`src/rtl/uart_boot_loader_ctrl_pkg.sv`:
```
// Shared types and constants for the UART boot loader: FSM states, error codes, protocol bytes.
package boot_loader_pkg;

    typedef enum logic [2:0] {
        ST_IDLE,
        ST_LEN_LO,
        ST_LEN_HI,
        ST_DATA,
        ST_CSUM,
        ST_RESP,
        ST_DONE
    } boot_state_e;

    typedef enum logic [2:0] {
        ERR_NONE    = 3'd0,
        ERR_LEN     = 3'd1,
        ERR_CSUM    = 3'd2,
        ERR_OVERRUN = 3'd3,
        ERR_TIMEOUT = 3'd4
    } err_code_e;

    localparam logic [7:0] SYNC_BYTE = 8'hA5;
    localparam logic [7:0] ACK_BYTE  = 8'h06;
    localparam logic [7:0] NAK_BYTE  = 8'h15;

    function automatic logic [31:0] word_addr(input logic [31:0] base, input logic [31:0] idx);
        return base + (idx << 2);
    endfunction

endpackage

```
`src/rtl/uart_boot_loader_ctrl_if.sv`:
```
// UART byte stream and memory write port of the boot loader, bundled with controller/peer modports.
interface uart_boot_loader_ctrl_if;
    logic [7:0]  rx_data;
    logic        rx_valid;
    logic [7:0]  tx_data;
    logic        tx_valid;
    logic        tx_ready;
    logic        mem_valid;
    logic [31:0] mem_addr;
    logic [31:0] mem_wdata;
    logic [3:0]  mem_wstrb;
    logic        mem_ready;

    modport master (
        input  rx_data, rx_valid, tx_ready, mem_ready,
        output tx_data, tx_valid, mem_valid, mem_addr, mem_wdata, mem_wstrb
    );

    modport slave (
        output rx_data, rx_valid, tx_ready, mem_ready,
        input  tx_data, tx_valid, mem_valid, mem_addr, mem_wdata, mem_wstrb
    );
endinterface

```
`src/rtl/uart_boot_loader_ctrl_assembler.sv`:
```
// boot_word_assembler: packs data bytes into little-endian words and keeps the running 8-bit checksum.
module boot_word_assembler (
    input  logic        clock,
    input  logic        reset,
    input  logic        clear_i,
    input  logic        byte_vld_i,
    input  logic [7:0]  byte_i,
    output logic [31:0] word_o,
    output logic        word_vld_o,
    output logic [7:0]  sum_o
);

    logic [23:0] shift_q;
    logic [1:0]  cnt_q;
    logic [7:0]  sum_q;

    // The 4th byte is combined combinationally so the word is usable in the same cycle it completes.
    assign word_o     = {byte_i, shift_q};
    assign word_vld_o = byte_vld_i && (cnt_q == 2'd3);
    assign sum_o      = sum_q;

    always_ff @(posedge clock) begin
        if (!reset || clear_i) begin
            shift_q <= '0;
            cnt_q   <= '0;
            sum_q   <= '0;
        end else if (byte_vld_i) begin
            shift_q <= {byte_i, shift_q[23:8]};
            cnt_q   <= cnt_q + 2'd1;
            sum_q   <= sum_q + byte_i;
        end
    end

endmodule

```
`src/rtl/uart_boot_loader_ctrl.sv`:
```
// UART boot loader: receives a framed image, writes it to RAM, then releases the CPU from reset.
// Optional inter-byte timeout is enabled by defining BOOT_LOADER_TIMEOUT_EN.
module uart_boot_loader_ctrl
    import boot_loader_pkg::*;
#(
    parameter logic [31:0] LOAD_BASE      = 32'h0001_0100,
    parameter int          MAX_WORDS      = 1024,
    parameter int          TIMEOUT_CYCLES = 200000
) (
    input  logic                    clock,
    input  logic                    reset,
    uart_boot_loader_ctrl_if.master bus,
    output logic                    cpu_hold,
    output logic                    boot_done,
    output logic [31:0]             start_pc,
    output logic [2:0]              err_code
);

    localparam int          IDX_W = $clog2(MAX_WORDS + 1);
    localparam logic [15:0] MAX_N = 16'(MAX_WORDS);

    boot_state_e      state_q;
    logic [7:0]       len_lo_q;
    logic [15:0]      len_q;
    logic [IDX_W-1:0] idx_q;
    logic             csum_ok_q;
    logic             mem_valid_q;
    logic [31:0]      mem_addr_q;
    logic [31:0]      mem_wdata_q;
    logic             tx_valid_q;
    logic [7:0]       tx_data_q;
    logic             cpu_hold_q;
    logic             boot_done_q;
    err_code_e        err_q;

    logic [15:0]      len_d;
    logic [IDX_W-1:0] idx_d;
    err_code_e        fail_d;
    logic             sync_hit;
    logic             mem_busy;
    logic             tmo_hit;
    logic [31:0]      word;
    logic             word_vld;
    logic [7:0]       sum;

    assign sync_hit = (state_q == ST_IDLE) && bus.rx_valid && (bus.rx_data == SYNC_BYTE);
    assign mem_busy = mem_valid_q && !bus.mem_ready;
    assign len_d    = {bus.rx_data, len_lo_q};
    assign idx_d    = idx_q + IDX_W'(1);

    boot_word_assembler u_asm (
        .clock      (clock),
        .reset      (reset),
        .clear_i    (sync_hit),
        .byte_vld_i ((state_q == ST_DATA) && bus.rx_valid),
        .byte_i     (bus.rx_data),
        .word_o     (word),
        .word_vld_o (word_vld),
        .sum_o      (sum)
    );

`ifdef BOOT_LOADER_TIMEOUT_EN
    logic [31:0] tmo_cnt_q;
    logic        in_frame;

    assign in_frame = state_q inside {ST_LEN_LO, ST_LEN_HI, ST_DATA, ST_CSUM};
    assign tmo_hit  = in_frame && !bus.rx_valid && (tmo_cnt_q == 32'(TIMEOUT_CYCLES - 1));

    always_ff @(posedge clock) begin
        if (!reset || !in_frame || bus.rx_valid) begin
            tmo_cnt_q <= '0;
        end else begin
            tmo_cnt_q <= tmo_cnt_q + 32'd1;
        end
    end
`else
    // Timer compiled out; the parameter stays so both builds share one instantiation.
    assign tmo_hit = (TIMEOUT_CYCLES < 0);
`endif

    // Every abort path ends in the same NAK response, so the cause is resolved here first.
    always_comb begin
        fail_d = ERR_NONE;
        if (tmo_hit) begin
            fail_d = ERR_TIMEOUT;
        end else if ((state_q == ST_LEN_HI) && bus.rx_valid && (len_d > MAX_N)) begin
            fail_d = ERR_LEN;
        end else if ((state_q == ST_DATA) && word_vld && mem_busy) begin
            fail_d = ERR_OVERRUN;
        end else if ((state_q == ST_CSUM) && !csum_ok_q && bus.rx_valid && (bus.rx_data != sum)) begin
            fail_d = ERR_CSUM;
        end
    end

    always_ff @(posedge clock) begin
        if (!reset) begin
            state_q     <= ST_IDLE;
            len_lo_q    <= '0;
            len_q       <= '0;
            idx_q       <= '0;
            csum_ok_q   <= 1'b0;
            mem_valid_q <= 1'b0;
            mem_addr_q  <= '0;
            mem_wdata_q <= '0;
            tx_valid_q  <= 1'b0;
            tx_data_q   <= '0;
            cpu_hold_q  <= 1'b1;
            boot_done_q <= 1'b0;
            err_q       <= ERR_NONE;
        end else begin
            // A pending write always runs to completion, whatever the FSM does meanwhile.
            if (mem_valid_q && bus.mem_ready) begin
                mem_valid_q <= 1'b0;
            end

            if (fail_d != ERR_NONE) begin
                state_q    <= ST_RESP;
                tx_valid_q <= 1'b1;
                tx_data_q  <= NAK_BYTE;
                err_q      <= fail_d;
            end else begin
                unique case (state_q)
                    ST_IDLE: begin
                        if (sync_hit) begin
                            err_q     <= ERR_NONE;
                            csum_ok_q <= 1'b0;
                            state_q   <= ST_LEN_LO;
                        end
                    end
                    ST_LEN_LO: begin
                        if (bus.rx_valid) begin
                            len_lo_q <= bus.rx_data;
                            state_q  <= ST_LEN_HI;
                        end
                    end
                    ST_LEN_HI: begin
                        if (bus.rx_valid) begin
                            len_q   <= len_d;
                            idx_q   <= '0;
                            state_q <= (len_d == 16'd0) ? ST_CSUM : ST_DATA;
                        end
                    end
                    ST_DATA: begin
                        if (word_vld) begin
                            mem_valid_q <= 1'b1;
                            mem_addr_q  <= word_addr(LOAD_BASE, 32'(idx_q));
                            mem_wdata_q <= word;
                            idx_q       <= idx_d;
                            if (16'(idx_d) == len_q) begin
                                state_q <= ST_CSUM;
                            end
                        end
                    end
                    ST_CSUM: begin
                        // A matching checksum still waits for the last write before acknowledging.
                        if (csum_ok_q || bus.rx_valid) begin
                            if (!mem_busy) begin
                                state_q    <= ST_RESP;
                                tx_valid_q <= 1'b1;
                                tx_data_q  <= ACK_BYTE;
                            end else begin
                                csum_ok_q <= 1'b1;
                            end
                        end
                    end
                    ST_RESP: begin
                        if (bus.tx_ready) begin
                            tx_valid_q <= 1'b0;
                            if (tx_data_q == ACK_BYTE) begin
                                state_q     <= ST_DONE;
                                boot_done_q <= 1'b1;
                                cpu_hold_q  <= 1'b0;
                            end else begin
                                state_q <= ST_IDLE;
                            end
                        end
                    end
                    ST_DONE: begin
                        state_q <= ST_DONE;
                    end
                    default: begin
                        state_q <= ST_IDLE;
                    end
                endcase
            end
        end
    end

    assign bus.tx_data   = tx_data_q;
    assign bus.tx_valid  = tx_valid_q;
    assign bus.mem_valid = mem_valid_q;
    assign bus.mem_addr  = mem_addr_q;
    assign bus.mem_wdata = mem_wdata_q;
    assign bus.mem_wstrb = mem_valid_q ? 4'hF : 4'h0;
    assign cpu_hold      = cpu_hold_q;
    assign boot_done     = boot_done_q;
    assign start_pc      = LOAD_BASE;
    assign err_code      = err_q;

endmodule

```
`src/flat_wrapper.sv`:
```
// flat-port wrapper written by rule: the top's interface ports become plain ports
module uart_boot_loader_ctrl_flat import boot_loader_pkg::*;
#(
    parameter logic [31:0] LOAD_BASE      = 32'h0001_0100,
    parameter int          MAX_WORDS      = 1024,
    parameter int          TIMEOUT_CYCLES = 200000
)
  (clock, reset, cpu_hold, boot_done, start_pc, err_code, bus_rx_data, bus_rx_valid, bus_tx_ready, bus_mem_ready, bus_tx_data, bus_tx_valid, bus_mem_valid, bus_mem_addr, bus_mem_wdata, bus_mem_wstrb);
  uart_boot_loader_ctrl_if bus_i ();
  input  logic clock;
  input  logic reset;
  output logic cpu_hold;
  output logic boot_done;
  output logic [31:0] start_pc;
  output logic [2:0] err_code;
  input wire logic [$bits(bus_i.rx_data)-1:0] bus_rx_data;
  input wire logic [$bits(bus_i.rx_valid)-1:0] bus_rx_valid;
  input wire logic [$bits(bus_i.tx_ready)-1:0] bus_tx_ready;
  input wire logic [$bits(bus_i.mem_ready)-1:0] bus_mem_ready;
  output wire logic [$bits(bus_i.tx_data)-1:0] bus_tx_data;
  output wire logic [$bits(bus_i.tx_valid)-1:0] bus_tx_valid;
  output wire logic [$bits(bus_i.mem_valid)-1:0] bus_mem_valid;
  output wire logic [$bits(bus_i.mem_addr)-1:0] bus_mem_addr;
  output wire logic [$bits(bus_i.mem_wdata)-1:0] bus_mem_wdata;
  output wire logic [$bits(bus_i.mem_wstrb)-1:0] bus_mem_wstrb;
  assign bus_i.rx_data = bus_rx_data;
  assign bus_i.rx_valid = bus_rx_valid;
  assign bus_i.tx_ready = bus_tx_ready;
  assign bus_i.mem_ready = bus_mem_ready;
  assign bus_tx_data = bus_i.tx_data;
  assign bus_tx_valid = bus_i.tx_valid;
  assign bus_mem_valid = bus_i.mem_valid;
  assign bus_mem_addr = bus_i.mem_addr;
  assign bus_mem_wdata = bus_i.mem_wdata;
  assign bus_mem_wstrb = bus_i.mem_wstrb;
  uart_boot_loader_ctrl #(.LOAD_BASE(LOAD_BASE), .MAX_WORDS(MAX_WORDS), .TIMEOUT_CYCLES(TIMEOUT_CYCLES)) u_core (.clock(clock), .reset(reset), .bus(bus_i), .cpu_hold(cpu_hold), .boot_done(boot_done), .start_pc(start_pc), .err_code(err_code));
endmodule
```
`config.mk`:
```
export PLATFORM = sky130hd
export DESIGN_NAME = uart_boot_loader_ctrl_flat
export DESIGN_NICKNAME = d
export VERILOG_FILES = /design/src/rtl/uart_boot_loader_ctrl_pkg.sv /design/src/rtl/uart_boot_loader_ctrl_if.sv /design/src/rtl/uart_boot_loader_ctrl_assembler.sv /design/src/rtl/uart_boot_loader_ctrl.sv /design/src/flat_wrapper.sv
export SDC_FILE = /design/constraint.sdc
export NUM_CORES = 1
export LEC_CHECK = 0
export BUFFER_PORTS_ARGS = -buffer_cell sky130_fd_sc_hd__buf_2
export CORE_AREA = 2 2 90 178
export CTS_BUF_LIST = sky130_fd_sc_hd__clkbuf_16
export CTS_CLUSTER_DIAMETER = 150
export DETAILED_ROUTE_END_ITERATION = 8
export DIE_AREA = 0 0 92 180
export GPL_ROUTABILITY_DRIVEN = 0
export SYNTH_ARGS = -nofsm -noshare
export SYNTH_HDL_FRONTEND = slang
export SYNTH_SLANG_ARGS = --single-unit
export TNS_END_PERCENT = 20
```
`constraint.sdc`:
```
create_clock -name clock -period 2 [get_ports clock]
set_input_delay 0.1 -clock clock [delete_from_list [all_inputs] [get_ports clock]]
set_output_delay 0.1 -clock clock [all_outputs]
set_load 0.01 [all_outputs]
```
==> results of run 1 <==
[state kept, by name (all words and copies together) (netlist names), 2 cells and up]
register	flops
u_core.err_code	2
u_core.bus.mem_wdata	32
u_core.state_q	3
u_core.len_q	16
u_core.bus.mem_addr	13
u_core.len_lo_q	8
u_core.idx_q	11
u_core.u_asm.cnt_q	2
u_core.u_asm.sum_o	8
u_core.u_asm.shift_q	24
u_core.bus.tx_data	3
[placed cells by master, fill, tap and decap left out, types with 3 or more instances in the layout]
master,instances
nand2_1,146
dfxtp_1,119
buf_4,83
buf_2,71
a21oi_1,68
nor2_1,59
conb_1,56
a21oi_2,20
clkbuf_16,20
mux2i_1,18
xnor2_1,14
o21ai_0,12
buf_12,10
and3_1,8
nor3_1,8
nand2_2,7
xor2_1,7
buf_6,7
dfxtp_2,7
inv_1,6
nand3_1,6
ha_4,6
inv_6,6
nand3b_1,5
nor2b_1,5
inv_8,5
nor2_4,4
nor4_1,4
and2_4,4
nor4_4,3
nand2b_1,3
or3_1,3
xnor2_2,3
a31oi_1,3
o22ai_2,3
a211oi_2,3
ha_1,3
[layout make-up]
cell class | instances | area, sq um | area share, %
clock inverter | 15 | 193 | 2.35
inverter | 7 | 26.3 | 0.321
multi-input combinational | 541 | 3360 | 41.0
sequential | 127 | 2550 | 31.2
clock buffer | 17 | 425 | 5.19
tap | 198 | 248 | 3.02
timing repair buffer | 177 | 1390 | 16.9
[layer usage]
layer	up-vias	part of all wire (%)
met1	2543	35
met2	145	57
met5	-	0
met4	0	4.0
li1	2614	-
met3	39	3.8
[worst register-to-register path, cell delays in order, from the launching register on]
cell and delay (ns):
dfxtp_4 0.36, buf_6 0.12, nand4_1 0.14, buf_4 0.18, nor3_4 0.27, xnor2_2 0.15, o2111ai_2 0.14, a2111oi_4 0.43
nor3b_2 0.10, o31a_1 0.25
[power by group through the flow]
| stage | Clock, mW | Sequential, mW | Combinational, mW |
|---|---|---|---|
| 6_report | 3.27 | 2.58 | 0.568 |
| 5_1_grt | 3.44 | 2.58 | 0.614 |
| 4_1_cts | 3.32 | 2.58 | 0.552 |
| 3_5_place_dp | 0 | 2.63 | 0.534 |
| 3_3_place_gp | 0 | 2.63 | 0.532 |
| 2_1_floorplan | 0 | 2.63 | 0.404 |
[logic make-up after synthesis]
family,count (synthesis),share of synthesized area (%)
AND/OR/NAND/NOR,297,22.8
buffers and inverters,109,11.5
adder cells (fa/ha/maj),11,2.45
multiplexers,18,3.04
flip-flops,127,42.9
other,2,0.127
AO/OA/AOI/OAI,133,13.5
XOR/XNOR,25,3.69
[worst max path at each step]
stage	from	end	slack, ns	cells past startpoint
after floorplan	u_core.idx_q[4]	u_core.state_q[0]	-0.07	8
after global placement	bus_rx_data[3]	u_core.idx_q[6]	-0.25	11
after detailed placement	bus_rx_data[3]	u_core.idx_q[6]	-0.30	11
after CTS	u_core.u_asm.sum_o[0]	u_core.bus.mem_wdata[23]	-0.19	10
after global routing	u_core.idx_q[6]	u_core.state_q[0]	-0.33	9
final	u_core.idx_q[6]	u_core.state_q[0]	-0.24	9
[through the flow]
stage	utilization, %	hold slack, ns
6_report	53.9	0.0168
5_1_grt	53.9	0.00647
4_1_cts	51.9	0.00403
3_5_place_dp	45.6	0.390
3_3_place_gp	45.6	0.385
2_1_floorplan	-	0.236
[what timing repair did]
| item | 4_1_cts | 5_1_grt |
|---|---|---|
| pin swaps | 12 | 19 |
| resized for setup | 39 | 52 |
| setup endpoints to repair | 72 | 79 |
| endpoints found under the hold margin | 1 | 0 |
| cloned | 3 | 4 |
| hold buffers | 1 | 0 |
| buffers inserted | 8 | 6 |
==> flow_metrics.tcl, run 1 <==
set metrics [dict create \
    ys_ff_latch 127 \
    drt_iter0_drc 224 \
    ys_warn_count 0 \
    vias 5341 \
    min_period_ns 2.24 \
    grt-ovfl-total 0 \
    maxSlewViolCount 0 \
    synth_area_per_cell_sq_um 8.21 \
    syn_inst 722 \
    syn_to_final_growth_pct 38.2 \
    r2r_end "u_core.state_q[0]" \
    fp.dieArea_sq_um 16600 \
    p_int_mw 4.71 \
    grt_pass1_wl_microns 26500 \
    routedWlPerCell_microns 15.9 \
    finish.instance_area_sq_um 8190 \
    synth_area_sq_um 5930 \
    use_met1_pct 20.4 \
    cp.required_ns 2.32 \
    use_met2_pct 39.6 \
    seqPwrFrac_pct 40.2 \
    grt_use_met3_pct 4.19 \
    setup_viol 68 \
    power_density_nw_per_um2 783 \
    start_util_pct 39.0 \
    finalSetupTns_ns -5.80 \
    grt_use_total_pct 20.6 \
    reg2reg_depth 9 \
    startpoint_type "register" \
    worstPathCellList "buf_6 > nand4_1 > buf_4 > nor3_4 > xnor2_2 > o2111ai_2 > a2111oi_4 > nor3b_2 > o31a_1" \
    antenna_cells 0 \
    final.setup_skew_ns 0.00833 \
    r2r_slack_ns -0.24 \
    r2r-start "u_core.idx_q[6]" \
    htreeDepth 4 \
    post_drt_via_cell_ratio 4.94 \
    synthTopCellsByArea "dfxtp_1 43%, nand2_1 9.8%, buf_4 8.1%" \
    leakagePower_nw 3.41 \
    slowest_delay_ns 0.43 \
    finalPower_mw 6.42 \
    violations "negative setup slack" \
    rows 64 \
    cts_buffers 17 \
    finalCritPeriodShare_pct 112 \
    io_pins 128 \
    numClockSinks 127 \
    layout.cells.non_filler 1082 \
    cp.arrival_ns 2.56 \
    hold_end "u_core.bus.mem_wdata[24]" \
    root_buffer "clkbuf_16" \
    fin_nets 895 \
    drc 0 \
    combPwrFrac_pct 8.9 \
    irDropWorstVdd_uv 697 \
    antenna_found_initial 0 \
    ys_types 65 \
    cp_top_family "compound AO/OA/AOI/OAI gates" \
    crit_buf_inv 2 \
    core_sq_um 15200 \
    synth_commonest_cells "155 x nand2_1, 127 x dfxtp_1, 88 x a21oi_1, 65 x nor2_1, 64 x buf_4" \
    die_w_microns 92 \
    synth_top_area_cell "dfxtp_1" \
    numPortBuffers 71 \
    yosys.cell_count.top_type "nand2_1" \
    finalHoldViolations 0 \
    dpl_worst_slack_ns -0.304 \
    status "finished with violations" \
    clock_latency_ns 0.43 \
    ant_nets 0 \
    hold_path_depth 3 \
    drtPass1Iterations 4 \
    clk_pin_slew_ns 0.07 \
    switching_power_mw 1.70 \
    clock_power_share_pct 51.0 \
    max_freq_ghz 0.446 \
    p_sw_share_pct 26.6 \
    slowest_stage "a2111oi_4" \
    hpwl_microns 11200 \
    cts_tree "done" \
    drive_gt1_share_pct 33.7 \
    end_kind "register" \
    synth.top_cell.area_share_pct 42.9 \
    drt-total-wl_microns 17200 \
    cts.path.max_buffers 2 \
    nFillCells 1438 \
    cp_max_fo 5 \
    worst_slack_ns -0.241 \
    synth_top_flop_cell "dfxtp_1" \
    busiest_layer "met2" \
    critPathKind "reg -> reg" \
    die_y_microns 180 \
    dpl_cell_area_sq_um 6940 \
    dp.cells 1030 \
    ys_seq_area_share_pct 42.9 \
    synth_edf_count 0 \
    max_cap_viol_count 0 \
    grt_max_degree 77 \
    rsz0062_at_grt "yes" \
    hp-class "in -> reg" \
    grt_pass1_vias 5099 \
    worstHoldStart "bus_rx_data[0]" \
    async_flop_share_pct 0 \
]
(Power assumes the default switching activity.)
==> run 2: changes to the inputs <==
--- a/config.mk
+++ b/config.mk
@@ -5,13 +5,15 @@
 export SDC_FILE = /design/constraint.sdc
 export NUM_CORES = 1
 export LEC_CHECK = 0
+export ABC_AREA = 1
 export BUFFER_PORTS_ARGS = -buffer_cell sky130_fd_sc_hd__buf_2
-export CORE_AREA = 2 2 90 178
+export CORE_AREA = 2 2 90 179
 export CTS_BUF_LIST = sky130_fd_sc_hd__clkbuf_16
 export CTS_CLUSTER_DIAMETER = 150
 export DETAILED_ROUTE_END_ITERATION = 8
-export DIE_AREA = 0 0 92 180
+export DIE_AREA = 0 0 92 181
 export GPL_ROUTABILITY_DRIVEN = 0
+export SETUP_SLACK_MARGIN = 0.5
 export SYNTH_ARGS = -nofsm -noshare
 export SYNTH_HDL_FRONTEND = slang
 export SYNTH_SLANG_ARGS = --single-unit
==> run 2 against run 1 <==
Against the previous run: the run still ends with negative setup slack left; critical endpoint is now u_core.err_code[0]; utilization fell by 1.5 points; clock power is 10% lower; area after synthesis up 1.6%; cell count rose by 6.8%; via count increased by 5.1%; sequential share of layout area rose by 0.93 points; non-clock buffer count shrank 33; largest power group unchanged; cell area shrank 2.7%; flip-flop and latch count unchanged; fmax rose by 12%; count of clock-buffer cells in the layout unchanged; first-iteration DRC count is 8.0% higher.
==> flow_metrics.tcl, run 2 <==
set metrics [dict create \
    fp.dieArea_sq_um 16700 \
    synth.top_cell.area_share_pct 42.2 \
    max_freq_ghz 0.499 \
    routedWlPerCell_microns 14.6 \
    finalHoldViolations 0 \
    cp_top_family "buffers and inverters" \
    drt-total-wl_microns 16800 \
    syn_inst 824 \
    cp_max_fo 4 \
    core_sq_um 15200 \
    worst_slew_pin_slew_ns 0.502 \
    start_util_pct 39.6 \
    setup_viol 1 \
    synth_top_flop_cell "dfxtp_1" \
    ys_warn_count 0 \
    clock_latency_ns 0.41 \
    dpl_cell_area_sq_um 6670 \
    crit_buf_inv 7 \
    antenna_found_initial 0 \
    critPathMostFrequentCell "buf_4" \
    drive_gt1_share_pct 30.5 \
    clock_power_share_pct 50.1 \
    layout.cells.non_filler 1156 \
    clk_pin_slew_ns 0.06 \
    numClockSinks 127 \
    synth_edf_count 0 \
    fin_nets 970 \
    cp.arrival_ns 2.32 \
    ys_types 41 \
    p_int_mw 4.46 \
    critPathKind "reg -> reg" \
    drt_iter0_drc 242 \
    root_buffer "clkbuf_16" \
    slowest_delay_ns 0.35 \
    numPortBuffers 71 \
    startpoint_type "register" \
    combPwrFrac_pct 6.0 \
    die_w_microns 92 \
    max_cap_viol_count 0 \
    ys_seq_area_share_pct 42.2 \
    antenna_cells 0 \
    largest_register_ffs 32 \
    grt_pass1_vias 5403 \
    htreeDepth 4 \
    rsz0062_at_grt "yes" \
    finalSetupTns_ns -0.00335 \
    final.setup_skew_ns 0.00762 \
    grt_pass1_wl_microns 26700 \
    leakagePower_nw 3.49 \
    rows 64 \
    synth_area_per_cell_sq_um 7.31 \
    min_period_ns 2.00 \
    drtPass1Iterations 4 \
    synth_commonest_cells "206 x nand2_1, 127 x dfxtp_1, 93 x a21oi_1, 65 x nor2_1, 64 x buf_4" \
    io_pins 128 \
    cp.required_ns 2.31 \
    worstPathCellList "ha_1 > nor3_2 > nand3_2 > nand2_4 > buf_4 > buf_4 > buf_4 > buf_4 > buf_4 > buf_4 > nand3_1 > nand3_1 > nand2_1 > inv_1" \
    cts_buffers 17 \
    ys_ff_latch 127 \
    r2r_slack_ns -0.003 \
    ant_nets 0 \
    post_drt_via_cell_ratio 4.86 \
    maxSlewViolCount 0 \
    power_density_nw_per_um2 736 \
    hp-class "in -> reg" \
    hpwl_microns 11700 \
    grt_max_degree 34 \
    end_kind "register" \
    status "finished with violations" \
    cts.path.max_buffers 2 \
    yosys.cell_count.top_type "nand2_1" \
    synth_top_area_cell "dfxtp_1" \
    slew_headroom_pct 66.5 \
    grt_use_total_pct 20.3 \
    slowest_stage "ha_1" \
    grt-ovfl-total 0 \
    synthTopCellsByArea "dfxtp_1 42%, nand2_1 13%, buf_4 8.0%" \
    finish.instance_area_sq_um 7970 \
    vias 5614 \
    dp.cells 1103 \
    worst_slack_ns -0.00335 \
    switching_power_mw 1.41 \
    mostFrequentLayoutCell "nand2_1" \
    async_flop_share_pct 0 \
    seqPwrFrac_pct 43.9 \
    synth_area_sq_um 6020 \
    die_y_microns 181 \
    finalCritPeriodShare_pct 100 \
    violations "negative setup slack" \
    finalPower_mw 5.87 \
    irDropWorstVdd_uv 671 \
    layout_common_cells "182 x nand2_1, 117 x dfxtp_1, 71 x buf_2, 70 x a21oi_1, 64 x inv_1" \
    syn_to_final_growth_pct 32.4 \
    p_sw_share_pct 24.0 \
    cts_tree "done" \
    drc 0 \
]
==> run 2: cell types whose count changed in the layout (fill, tap and decap cells not counted), sizes merged, moves of 18 or more <==
cell and change:
nand2 +57, inv +52, nand3 +43, buf -35, o21ai +30, mux2i -18
==> run 2: path summary, 6_finish.rpt <==
kind                                       startpoint              endpoint  cells after the start
worst max-delay path            u_core.u_asm.sum_o[5]    u_core.err_code[0]                     14
worst min-delay path                    bus_mem_ready  u_core.bus.mem_valid                      4
worst max register to register  u_core.u_asm.sum_o[5]    u_core.err_code[0]                     14
worst min register to register       u_core.len_q[12]      u_core.len_q[12]                      2
==> run 2: power by group through the flow <==
stage | Combinational, mW | Clock (mW) | Sequential (mW)
2_1_floorplan | 0.289 | 0 | 2.62
3_3_place_gp | 0.311 | 0 | 2.63
3_5_place_dp | 0.312 | 0 | 2.63
4_1_cts | 0.326 | 3.00 | 2.57
5_1_grt | 0.383 | 3.12 | 2.58
6_report | 0.351 | 2.94 | 2.57
==> run 2: per-stage QoR <==
| stage | util (%) | worst slack (ns) | hold WS (ns) |
|---|---|---|---|
| 2_1_floorplan | - | 0.268 | 0.242 |
| 3_3_place_gp | 43.9 | -0.0240 | 0.383 |
| 3_5_place_dp | 43.9 | -0.0270 | 0.392 |
| 4_1_cts | 48.8 | 0.0153 | 0.00570 |
| 5_1_grt | 52.4 | -0.105 | 0.0263 |
| 6_report | 52.4 | -0.00335 | 0.0163 |
==> run 2: cell type report <==
class	count	area, sq um
timing repair buffer	144	1070
multi-input combinational	586	3260
fill	1524	7240
sequential	127	2560
inverter	70	283
clock inverter	14	129
clock buffer	17	425
tap	198	248
==> run 2: layer usage <==
metal	global-route usage (%)	wire [microns]	vias up
met3	4.38	679	26
met2	39.6	9650	152
met5	0	0	-
met4	8.00	395	0
li1	-	-	2794
met1	20.2	6130	2642
==> run 2: tightest hold or removal path: cells and delay by family <==
| family | cells | cell delay (ns) |
|---|---|---|
| and+or+nand+nor | 1 | 0.06 |
| AOI/OAI and AO/OA | 1 | 0.07 |
| buffers and inverters | 2 | 0.14 |
==> run 2: cell families (layout without fill, tap and decap cells) <==
kind of cell / count (synthesis) / in the layout / synth area share (%)
and+or+nand+nor: 354 / 354 / 25.0
DFF: 127 / 127 / 42.2
xor gates and xnor gates: 9 / 9 / 1.31
muxes: 1 / 1 / 0.187
adders and majority gates: 11 / 11 / 2.41
AOI/OAI and AO/OA: 155 / 155 / 13.9
other: 2 / 56 / 0.125
buffers and inverters: 165 / 245 / 14.9
==> run 2: timing repair <==
item | 4_1_cts | 5_1_grt
hold endpoints to repair | 4 | 0
hold buffers | 4 | 0
gates cloned | 1 | 2
setup buffers | 10 | 5
pin swaps | 1 | 41
endpoints found under the setup margin | 116 | 119
gates resized for setup | 14 | 140
==> run 3: changes to the inputs <==
--- a/config.mk
+++ b/config.mk
@@ -14,6 +14,7 @@
 export DIE_AREA = 0 0 92 181
 export GPL_ROUTABILITY_DRIVEN = 0
 export SETUP_SLACK_MARGIN = 0.5
+export SKIP_LAST_GASP = 1
 export SYNTH_ARGS = -nofsm -noshare
 export SYNTH_HDL_FRONTEND = slang
 export SYNTH_SLANG_ARGS = --single-unit
==> run 3 against run 2 <==
Against the previous run: the run still ends with negative setup slack left; cell count did not move; wire length decreased by 0.32%; flip-flop and latch count is the same; sequential power is essentially flat; via count hardly changed; register-to-register slack is essentially flat; first-iteration DRC count rose by 6.2%; die area did not move; power down 0.17%; count of clock-buffer cells in the layout stayed put; clock power about the same.
==> flow_metrics.tcl, run 3 (synthesis gave the netlist of run 2 again) <==
set metrics [dict create \
    status "finished with violations" \
    violations "negative setup slack" \
    worst_slack_ns -0.00402 \
    drtPass1Iterations 4 \
    critPathMostFrequentCell "buf_4" \
    power_density_nw_per_um2 752 \
    antenna_cells 0 \
    start_util_pct 39.6 \
    grt_pass1_vias 5403 \
    switching_power_mw 1.40 \
    seqPwrFrac_pct 43.9 \
    clk_pin_slew_ns 0.06 \
    p_sw_share_pct 24.0 \
    post_drt_via_cell_ratio 4.86 \
    max_freq_ghz 0.499 \
    register_area_sq_um 2560 \
    fin_hold_ws_ns 0.0173 \
    cts_tree "done" \
    end_kind "register" \
    hpwl_microns 11700 \
    combPwrFrac_pct 5.9 \
    slowest_stage "ha_1" \
    cts_buffers 17 \
    htreeDepth 4 \
    cp.required_ns 2.31 \
    routedWlPerCell_microns 14.5 \
    core_sq_um 15200 \
    slowest_delay_ns 0.35 \
    numClockSinks 127 \
    numPortBuffers 71 \
    critPathKind "reg -> reg" \
    worst_slew_pin_slew_ns 0.513 \
    rsz0062_at_grt "yes" \
    root_buffer "clkbuf_16" \
    drc 0 \
    antenna_found_initial 0 \
    finalCritPeriodShare_pct 100 \
    grt-ovfl-total 0 \
    p_int_mw 4.45 \
    setup_viol 1 \
    vias 5619 \
    final.setup_skew_ns 0.00665 \
    clock_latency_ns 0.41 \
    rows 64 \
    cp.arrival_ns 2.32 \
    ant_nets 0 \
    r2r_slack_ns -0.004 \
    io_pins 128 \
    multi_input_area_sq_um 3110 \
    layout_common_cells "191 x nand2_1, 120 x dfxtp_1, 88 x a21oi_1, 71 x buf_2, 64 x inv_1" \
    die_w_microns 92 \
    drt-total-wl_microns 16800 \
    leakagePower_nw 3.46 \
    cp_max_fo 4 \
    syn_to_final_growth_pct 29.4 \
    hp-class "in -> reg" \
    finalPower_mw 5.86 \
    maxSlewViolCount 0 \
    max_cap_viol_count 0 \
    die_y_microns 181 \
    grt_use_total_pct 20.3 \
    mostFrequentLayoutCell "nand2_1" \
    startpoint_type "register" \
    largest_register_ffs 32 \
    drive_gt1_share_pct 26.2 \
    nFillCells 1551 \
    worstPathCellList "ha_1 > nor3_2 > nand3_2 > nand2_4 > buf_4 > buf_4 > buf_4 > buf_4 > buf_4 > buf_4 > nand3_1 > nand3_1 > nand2_1 > inv_1" \
    drt_iter0_drc 257 \
    fp.dieArea_sq_um 16700 \
    slew_headroom_pct 65.8 \
    clock_power_share_pct 50.2 \
    irDropWorstVdd_uv 667 \
    min_period_ns 2.00 \
    grt_max_degree 34 \
    finalHoldViolations 0 \
    fin_nets 970 \
    cts.path.max_buffers 2 \
    grt_pass1_wl_microns 26700 \
]
==> run 3: worst paths after layout <==
kind,from,to,cells past startpoint
max,u_core.u_asm.sum_o[5],u_core.err_code[0],14
min,bus_mem_ready,u_core.bus.mem_valid,4
max reg2reg,u_core.u_asm.sum_o[5],u_core.err_code[0],14
min reg2reg,u_core.len_q[12],u_core.len_q[12],2
==> run 3: what timing repair did <==
item,in CTS,in global routing
gates resized for setup,14,80
pin swaps,1,30
gates cloned,1,2
hold buffers,4,0
setup buffers,10,5
setup endpoints to repair,116,119
endpoints found under the hold margin,4,0
==> run 3: area by class of cell <==
class	instances	area share (%)
clock buffer	17	5.46
clock inverter	14	1.65
inverter	70	3.60
multi-input combinational	586	39.9
sequential	127	32.8
tap	198	3.18
timing repair buffer	144	13.5
==> run 3: per-stage QoR <==
step	setup slack, ns	cell area, sq um	instances	TNS [ns]	utilization [%]
after global placement	-0.0240	6670	1103	-0.0384	43.9
after detailed placement	-0.0270	6670	1103	-0.119	43.9
after global routing	-0.113	7790	1156	-4.00	51.2
after floorplan	0.268	6300	878	0	-
final	-0.00402	7790	1156	-0.00402	51.2
after CTS	0.0153	7420	1149	0	48.8
==> run 3: power by group through the flow <==
| stage | registers (mW) | clock network, mW | logic (mW) |
|---|---|---|---|
| 3_3_place_gp | 2.63 | 0 | 0.311 |
| 4_1_cts | 2.57 | 3.00 | 0.326 |
| 3_5_place_dp | 2.63 | 0 | 0.312 |
| 2_1_floorplan | 2.62 | 0 | 0.289 |
| 6_report | 2.57 | 2.94 | 0.344 |
| 5_1_grt | 2.57 | 3.12 | 0.377 |
==> run 3: per-layer routing <==
| metal | global-route usage [%] | routed length [microns] |
|---|---|---|
| met2 | 39.6 | 9570 |
| met5 | 0 | 0 |
| met1 | 20.2 | 6230 |
| met4 | 8.00 | 415 |
| met3 | 4.38 | 579 |
==> run 3: worst max-delay path, delay by kind of cell (launching register included) <==
kind / cells / cell delay (ns)
adders and majority gates: 1 / 0.35
buffers and inverters: 7 / 0.77
DFF: 1 / 0.31
and+or+nand+nor: 6 / 0.46
